## config.mk

```make
export PLATFORM = sky130hd
export DESIGN_NAME = multicycle_control
export DESIGN_NICKNAME = d
export VERILOG_FILES = /design/src/rtl/multicycle_control.sv
export SDC_FILE = /design/constraint.sdc
export NUM_CORES = 1
export LEC_CHECK = 0
export CAP_MARGIN = 20
export CORE_ASPECT_RATIO = 1.1
export CORE_MARGIN = 4
export CORE_UTILIZATION = 39
export DETAILED_ROUTE_END_ITERATION = 8
export GPL_TIMING_DRIVEN = 1
export PLACE_DENSITY_LB_ADDON = 0.3
export SLEW_MARGIN = 10
export SYNTH_ARGS = -nofsm -noshare
export SYNTH_HDL_FRONTEND = slang
export SYNTH_SLANG_ARGS = --single-unit
```

## constraint.sdc

```tcl
create_clock -name clk -period 2.15 [get_ports clk]
set_clock_uncertainty 0.15 [all_clocks]
set_input_delay 0.5375 -clock clk [delete_from_list [all_inputs] [get_ports clk]]
set_output_delay 0.5375 -clock clk [all_outputs]
set_load 0.01 [all_outputs]
```

## src/rtl/multicycle_control.sv

```systemverilog
// Main control FSM of the multicycle RV32I core: sequences fetch, decode, address,
// memory, execute and writeback steps, with stalls on the memory-ready handshake.
`timescale 1ns/1ps
module multicycle_control #(
   parameter int STATE_W = 4
) (
   input  logic               clk,
   input  logic               rst_n,
   input  logic [6:0]         opcode,
   input  logic               zero,
   input  logic               mem_ready,
   output logic               PCWrite,
   output logic               AdrSrc,
   output logic               MemWrite,
   output logic               IRWrite,
   output logic [1:0]         ResultSrc,
   output logic [1:0]         ALUSrcA,
   output logic [1:0]         ALUSrcB,
   output logic [1:0]         ALUOp,
   output logic [1:0]         ImmSrc,
   output logic               RegWrite,
   output logic               illegal_instr,
   output logic [STATE_W-1:0] state
);

   typedef enum logic [STATE_W-1:0] {
      S_FETCH    = STATE_W'(0),
      S_DECODE   = STATE_W'(1),
      S_MEMADR   = STATE_W'(2),
      S_MEMREAD  = STATE_W'(3),
      S_MEMWB    = STATE_W'(4),
      S_MEMWRITE = STATE_W'(5),
      S_EXECUTER = STATE_W'(6),
      S_EXECUTEI = STATE_W'(7),
      S_ALUWB    = STATE_W'(8),
      S_BEQ      = STATE_W'(9),
      S_JAL      = STATE_W'(10)
   } state_t;

   localparam logic [6:0] OP_LOAD  = 7'b0000011;
   localparam logic [6:0] OP_STORE = 7'b0100011;
   localparam logic [6:0] OP_RTYPE = 7'b0110011;
   localparam logic [6:0] OP_ITYPE = 7'b0010011;
   localparam logic [6:0] OP_BEQ   = 7'b1100011;
   localparam logic [6:0] OP_JAL   = 7'b1101111;

   state_t r_state;
   state_t w_nextState;
   logic   w_pcUpdate;
   logic   w_branch;

   always_ff @(posedge clk or negedge rst_n) begin
      if (!rst_n) begin
         r_state <= S_FETCH;
      end else begin
         r_state <= w_nextState;
      end
   end

   always_comb begin
      w_nextState = S_FETCH;
      case (r_state)
         S_FETCH:    w_nextState = mem_ready ? S_DECODE : S_FETCH;
         S_DECODE: begin
            case (opcode)
               OP_LOAD, OP_STORE: w_nextState = S_MEMADR;
               OP_RTYPE:          w_nextState = S_EXECUTER;
               OP_ITYPE:          w_nextState = S_EXECUTEI;
               OP_BEQ:            w_nextState = S_BEQ;
               OP_JAL:            w_nextState = S_JAL;
               default:           w_nextState = S_FETCH;
            endcase
         end
         S_MEMADR:   w_nextState = (opcode == OP_LOAD) ? S_MEMREAD : S_MEMWRITE;
         S_MEMREAD:  w_nextState = mem_ready ? S_MEMWB : S_MEMREAD;
         S_MEMWB:    w_nextState = S_FETCH;
         S_MEMWRITE: w_nextState = mem_ready ? S_FETCH : S_MEMWRITE;
         S_EXECUTER: w_nextState = S_ALUWB;
         S_EXECUTEI: w_nextState = S_ALUWB;
         S_ALUWB:    w_nextState = S_FETCH;
         S_BEQ:      w_nextState = S_FETCH;
         S_JAL:      w_nextState = S_ALUWB;
         default:    w_nextState = S_FETCH;
      endcase
   end

   // Moore decode per state, then the Mealy terms; everything is held quiet while in reset
   always_comb begin
      w_pcUpdate    = 1'b0;
      w_branch      = 1'b0;
      AdrSrc        = 1'b0;
      MemWrite      = 1'b0;
      IRWrite       = 1'b0;
      ResultSrc     = 2'b00;
      ALUSrcA       = 2'b00;
      ALUSrcB       = 2'b00;
      ALUOp         = 2'b00;
      RegWrite      = 1'b0;
      illegal_instr = 1'b0;
      case (r_state)
         S_FETCH: begin
            ALUSrcB    = 2'b10;
            ResultSrc  = 2'b10;
            IRWrite    = mem_ready;
            w_pcUpdate = mem_ready;
         end
         S_DECODE: begin
            ALUSrcA = 2'b01;
            ALUSrcB = 2'b01;
            case (opcode)
               OP_LOAD, OP_STORE, OP_RTYPE, OP_ITYPE, OP_BEQ, OP_JAL: illegal_instr = 1'b0;
               default: illegal_instr = 1'b1;
            endcase
         end
         S_MEMADR: begin
            ALUSrcA = 2'b10;
            ALUSrcB = 2'b01;
         end
         S_MEMREAD: begin
            AdrSrc = 1'b1;
         end
         S_MEMWB: begin
            ResultSrc = 2'b01;
            RegWrite  = 1'b1;
         end
         S_MEMWRITE: begin
            AdrSrc   = 1'b1;
            MemWrite = 1'b1;
         end
         S_EXECUTER: begin
            ALUSrcA = 2'b10;
            ALUOp   = 2'b10;
         end
         S_EXECUTEI: begin
            ALUSrcA = 2'b10;
            ALUSrcB = 2'b01;
            ALUOp   = 2'b10;
         end
         S_ALUWB: begin
            RegWrite = 1'b1;
         end
         S_BEQ: begin
            ALUSrcA  = 2'b10;
            ALUOp    = 2'b01;
            w_branch = 1'b1;
         end
         S_JAL: begin
            ALUSrcA    = 2'b01;
            ALUSrcB    = 2'b10;
            w_pcUpdate = 1'b1;
         end
         default: begin
            w_pcUpdate = 1'b0;
         end
      endcase

      case (opcode)
         OP_STORE: ImmSrc = 2'b01;
         OP_BEQ:   ImmSrc = 2'b10;
         OP_JAL:   ImmSrc = 2'b11;
         default:  ImmSrc = 2'b00;
      endcase

      PCWrite = w_pcUpdate | (w_branch & zero);

      if (!rst_n) begin
         PCWrite       = 1'b0;
         AdrSrc        = 1'b0;
         MemWrite      = 1'b0;
         IRWrite       = 1'b0;
         ResultSrc     = 2'b00;
         ALUSrcA       = 2'b00;
         ALUSrcB       = 2'b00;
         ALUOp         = 2'b00;
         ImmSrc        = 2'b00;
         RegWrite      = 1'b0;
         illegal_instr = 1'b0;
      end
   end

   assign state = r_state;

endmodule

```

# Yosys cells after proc, flatten, opt, wreduce, memory -nomap -nowiden
# Index checks and enable logic that the tools add are counted.
# classes
bitwise	2
n_eq_ne	16
n_reduce_logical	11
mux	30
# op_table
cell	count
$pmux 4 s6	1
$pmux 4 s5	1
$eq 4x3->1 const B	4
$pmux 2 s2	4
$eq 7x6->1 const B	2
$eq 7x7->1 const B	2
$mux 1	14
$eq 4x4->1 const B	3
$reduce_or 2->1	6
$mux 2	5
$mux 3	3
$eq 4x2->1 const B	2
$eq 7x2->1 const B	1
$eq 7x5->1 const B	1
$pmux 2 s3	1
$reduce_or 3->1	2
$reduce_or 6->1	1
$eq 4x1->1 const B	1
$logic_not 4->1	1
$reduce_or 4->1	1
$pmux 1 s2	1
$and 1x1->1	1
$or 1x1->1	1
# totals
input_bits	11
regBits	4

# Longest topological paths before layout
# Gate-level depths: netlist of run 1.
# depth
word_depth	5
ltp_mapped	5
depth_no_buf	3

# Worst setup path after synthesis of run 1
# Ideal clock, no wire load.
# synth_path
kind	input to output
from	input port opcode[2]
to	output port ImmSrc[0]
t_required_ns	1.462
arrival_ns	1.318
path_buffers	0
slack_ns	0.144
path_stages	3
path_cell_list	nand4bb_1 o22ai_1 and4_1
# synth_via
elab_chain_len	3
# synth_rtl
element	line_no	text
from (decl)	9	input logic [6:0] opcode,
$eq 7x7->1 / $eq 7x6->1 (equally long branches)	157	case (opcode)
$pmux 2 s3 (*)	157	
$mux 2 (*)	166	if (!rst_n) begin
to (decl)	20	output logic [1:0] ImmSrc,
# Every way passes the cells marked *; elsewhere a longest branch is shown, timed or not.

# Final worst setup path of run 1
# layout_path
from	register r_state[2], in the netlist state[2]
to	output port illegal_instr
# layout_via
elab_chain_len	3
# layout_rtl
element	line_no	text
from (decl)	47	state_t r_state;
from (signal assigned)	56	r_state <= w_nextState;
$eq 4x1->1	100	case (r_state)
$mux 1	100	
$mux 1	166	
to (decl)	22	output logic illegal_instr,
# Every way passes these cells.

==> results_dict.tcl, run 1 <==
set metrics [dict create \
    viasPerCell 6.35 \
    fp.dieW_um 45.7 \
    relSlewSlack_pct 68.6 \
    synth_nets 90 \
    wl_um 3490 \
    min_period_ns 2.21 \
    ir_worst_vdd_mv 0.295 \
    via_count 1022 \
    yosys-top-cells-area "dfrtp_1 16%, nor2_1 5.5%, nor2b_1 5.1%, nor3_1 4.9%, nor4b_1 4.3%" \
    maxCapViolations 0 \
    p_leak_uw 0.000622 \
    core-area_um2 1420 \
    clockBufferDepth 2 \
    grt_usage_pct 25.9 \
    met2_usage_pct 44.0 \
    layout-drive-gt1-share_pct 56.6 \
    n_antenna_cell 0 \
    critPathLaunchType "flop" \
    final_cell_count_no_fill 161 \
    finalSetupViolCount 6 \
    critical_path_class "reg -> out" \
    grt_pass1_vias 958 \
    yosysTopAreaCell "dfrtp_1" \
    antenna_found_initial 0 \
    cts.sinks 4 \
    post_drt_wl_per_cell_um 21.7 \
    use_met3_pct 6.18 \
    yosysUniqueCellTypes 39 \
    dr.pass1.iters 4 \
    seq_area_um2 104 \
    grt-busiest-layer "met2" \
    rows 14 \
    fin_crit_sh_pct 103 \
    num_io_pins 31 \
    fmaxAchievable_ghz 0.453 \
    place.gp.congestion 0.835 \
    synth_area_um2 611 \
    hold_path_class "in -> async" \
    dpl_worst_slack_ns -0.829 \
    synth_top_area_share_pct 16.4 \
    fin_nets 158 \
    fp.dieH_um 49.5 \
    syn_area_per_cell_um2 7.73 \
    use_met1_pct 27.7 \
    synth_edf_count 0 \
    violations "setup timing" \
    clk_pin_slew_ns 0.04 \
    arrival_ns 1.52 \
    synth_cells 79 \
    drc 0 \
    end_kind "output port" \
    cts_tree "built" \
    ys_warn_count 0 \
    synth_flop_cell "dfrtp_1" \
    globalRouteOverflowTotal 0 \
    hold_viol 0 \
    cts_buffers 3 \
    grt_pass1_wl_um 4390 \
    htreeDepth 1 \
    cts_root_buf "clkbuf_4" \
    clock_latency_ns 0.23 \
    finalMaxSlewViolations 0 \
    synth-async-reset-ratio_pct 100 \
    synthToLayoutAreaGrowth_pct 107 \
    yosysMostFrequentCell "nor2_1" \
    start_util_pct 43.0 \
    yosys-top-cells-count "9 x nor2_1, 6 x nor3_1, 5 x nor2b_1" \
    worstMarginPinSlew_ns 0.464 \
    worst_slack_ns -0.0555 \
    status "complete, but fails checks" \
    ys_ff_latch 4 \
    drt_iter0_markers 43 \
    dieArea_um2 2260 \
    power_density_nw_per_um2 302 \
    io_buffers 30 \
    critPathMaxFanout 3 \
    multi_input_area_um2 556 \
    largest_reg_flops 4 \
    hpwl_um 1570 \
    nFillCells 74 \
    rsz0062_at_grt "yes" \
    ant_nets 0 \
    dpl.cell_count 143 \
    crit_required_ns 1.46 \
    yosysSeqAreaShare_pct 16.4 \
    grt_max_degree 17 \
]
cell usage in the layout, fill, tap and decap left out, drive strengths merged, types with 3 or more instances in the layout:
cell	instances
xor2	3
nor3	6
nand2	3
clkdlybuf4s50	5
buf	53
dfrtp	4
clkbuf	8
inv	3
clkdlybuf4s15	3
nand3b	3
nor2b	5
nor4b	4
nor2	9
area by class of cell:
type                       instances  area share (%)
multi-input combinational         66            43.9
timing repair buffer              69            43.7
tap                               16            1.58
clock buffer                       3            1.78
inverter                           3           0.889
sequential                         4            8.20
kinds of logic after synthesis:
| group | after synthesis | synth area share, % |
|---|---|---|
| flip-flops | 4 | 16.4 |
| AO/OA/AOI/OAI | 15 | 17.8 |
| multiplexers | 3 | 5.12 |
| AND/OR/NAND/NOR | 43 | 45.7 |
| XOR/XNOR | 5 | 7.17 |
| buffers and inverters | 9 | 7.79 |
final timing paths:
| path | startpoint | endpoint | slack [ns] | cells after the start |
|---|---|---|---|---|
| max reg2reg | state[0] | state[1] | 0.31 | 5 |
| min in group clk | state[3] | state[2] | 0.58 | 2 |
| max in group asynchronous | rst_n | state[3] | 1.35 | 3 |
| min | rst_n | state[2] | 0.37 | 3 |
| max | state[2] | illegal_instr | -0.06 | 4 |
| min reg2reg | state[3] | state[2] | 0.58 | 2 |
power by group:
group / switching [uW] / internal [uW]
logic: 101 / 106
registers: 4.12 / 78.9
clock network: 29.4 / 62.3
per-stage QoR:
step / utilization, % / hold slack [ns] / total power, uW / instance area (um2) / TNS (ns)
2_1_floorplan: - / 0.0919 / 155 / 611 / 0
3_3_place_gp: 75.7 / 0.595 / 245 / 1070 / -8.08
3_5_place_dp: 75.7 / 0.609 / 249 / 1070 / -8.50
4_1_cts: 83.0 / 0.345 / 345 / 1180 / 0
5_1_grt: 89.2 / 0.357 / 404 / 1270 / -0.677
6_report: 89.2 / 0.371 / 383 / 1270 / -0.243
layer usage:
layer	share of wire (%)	routed length, um	up-vias
li1	-	-	428
met1	32	1130	455
met2	49	1700	101
met3	8.6	300	38
met4	10	361	0
met5	0	0	-
critical path: stages (launching register included):
cell,delay [ns]
dfrtp_2,0.43
nor4b_4,0.35
o211ai_1,0.18
a211oi_2,0.16
buf_2,0.16
repair_timing:
item | CTS | global route
setup buffers | 9 | 4
resized for setup | 86 | 33
endpoints found under the setup margin | 16 | 15
cloned | 1 | 1
pin swaps | 9 | 10
endpoints found under the hold margin | 0 | 0
hold buffers | 0 | 0
No activity file was read; power rests on OpenSTA's default activity.
==> run 2: changes to the inputs <==
- GPL_ROUTABILITY_DRIVEN: not set -> 0
- GPL_TIMING_DRIVEN: 1 -> not set
==> results of run 2 <==
Same layout as run 1: the final DEF is identical, and so are final timing and power.
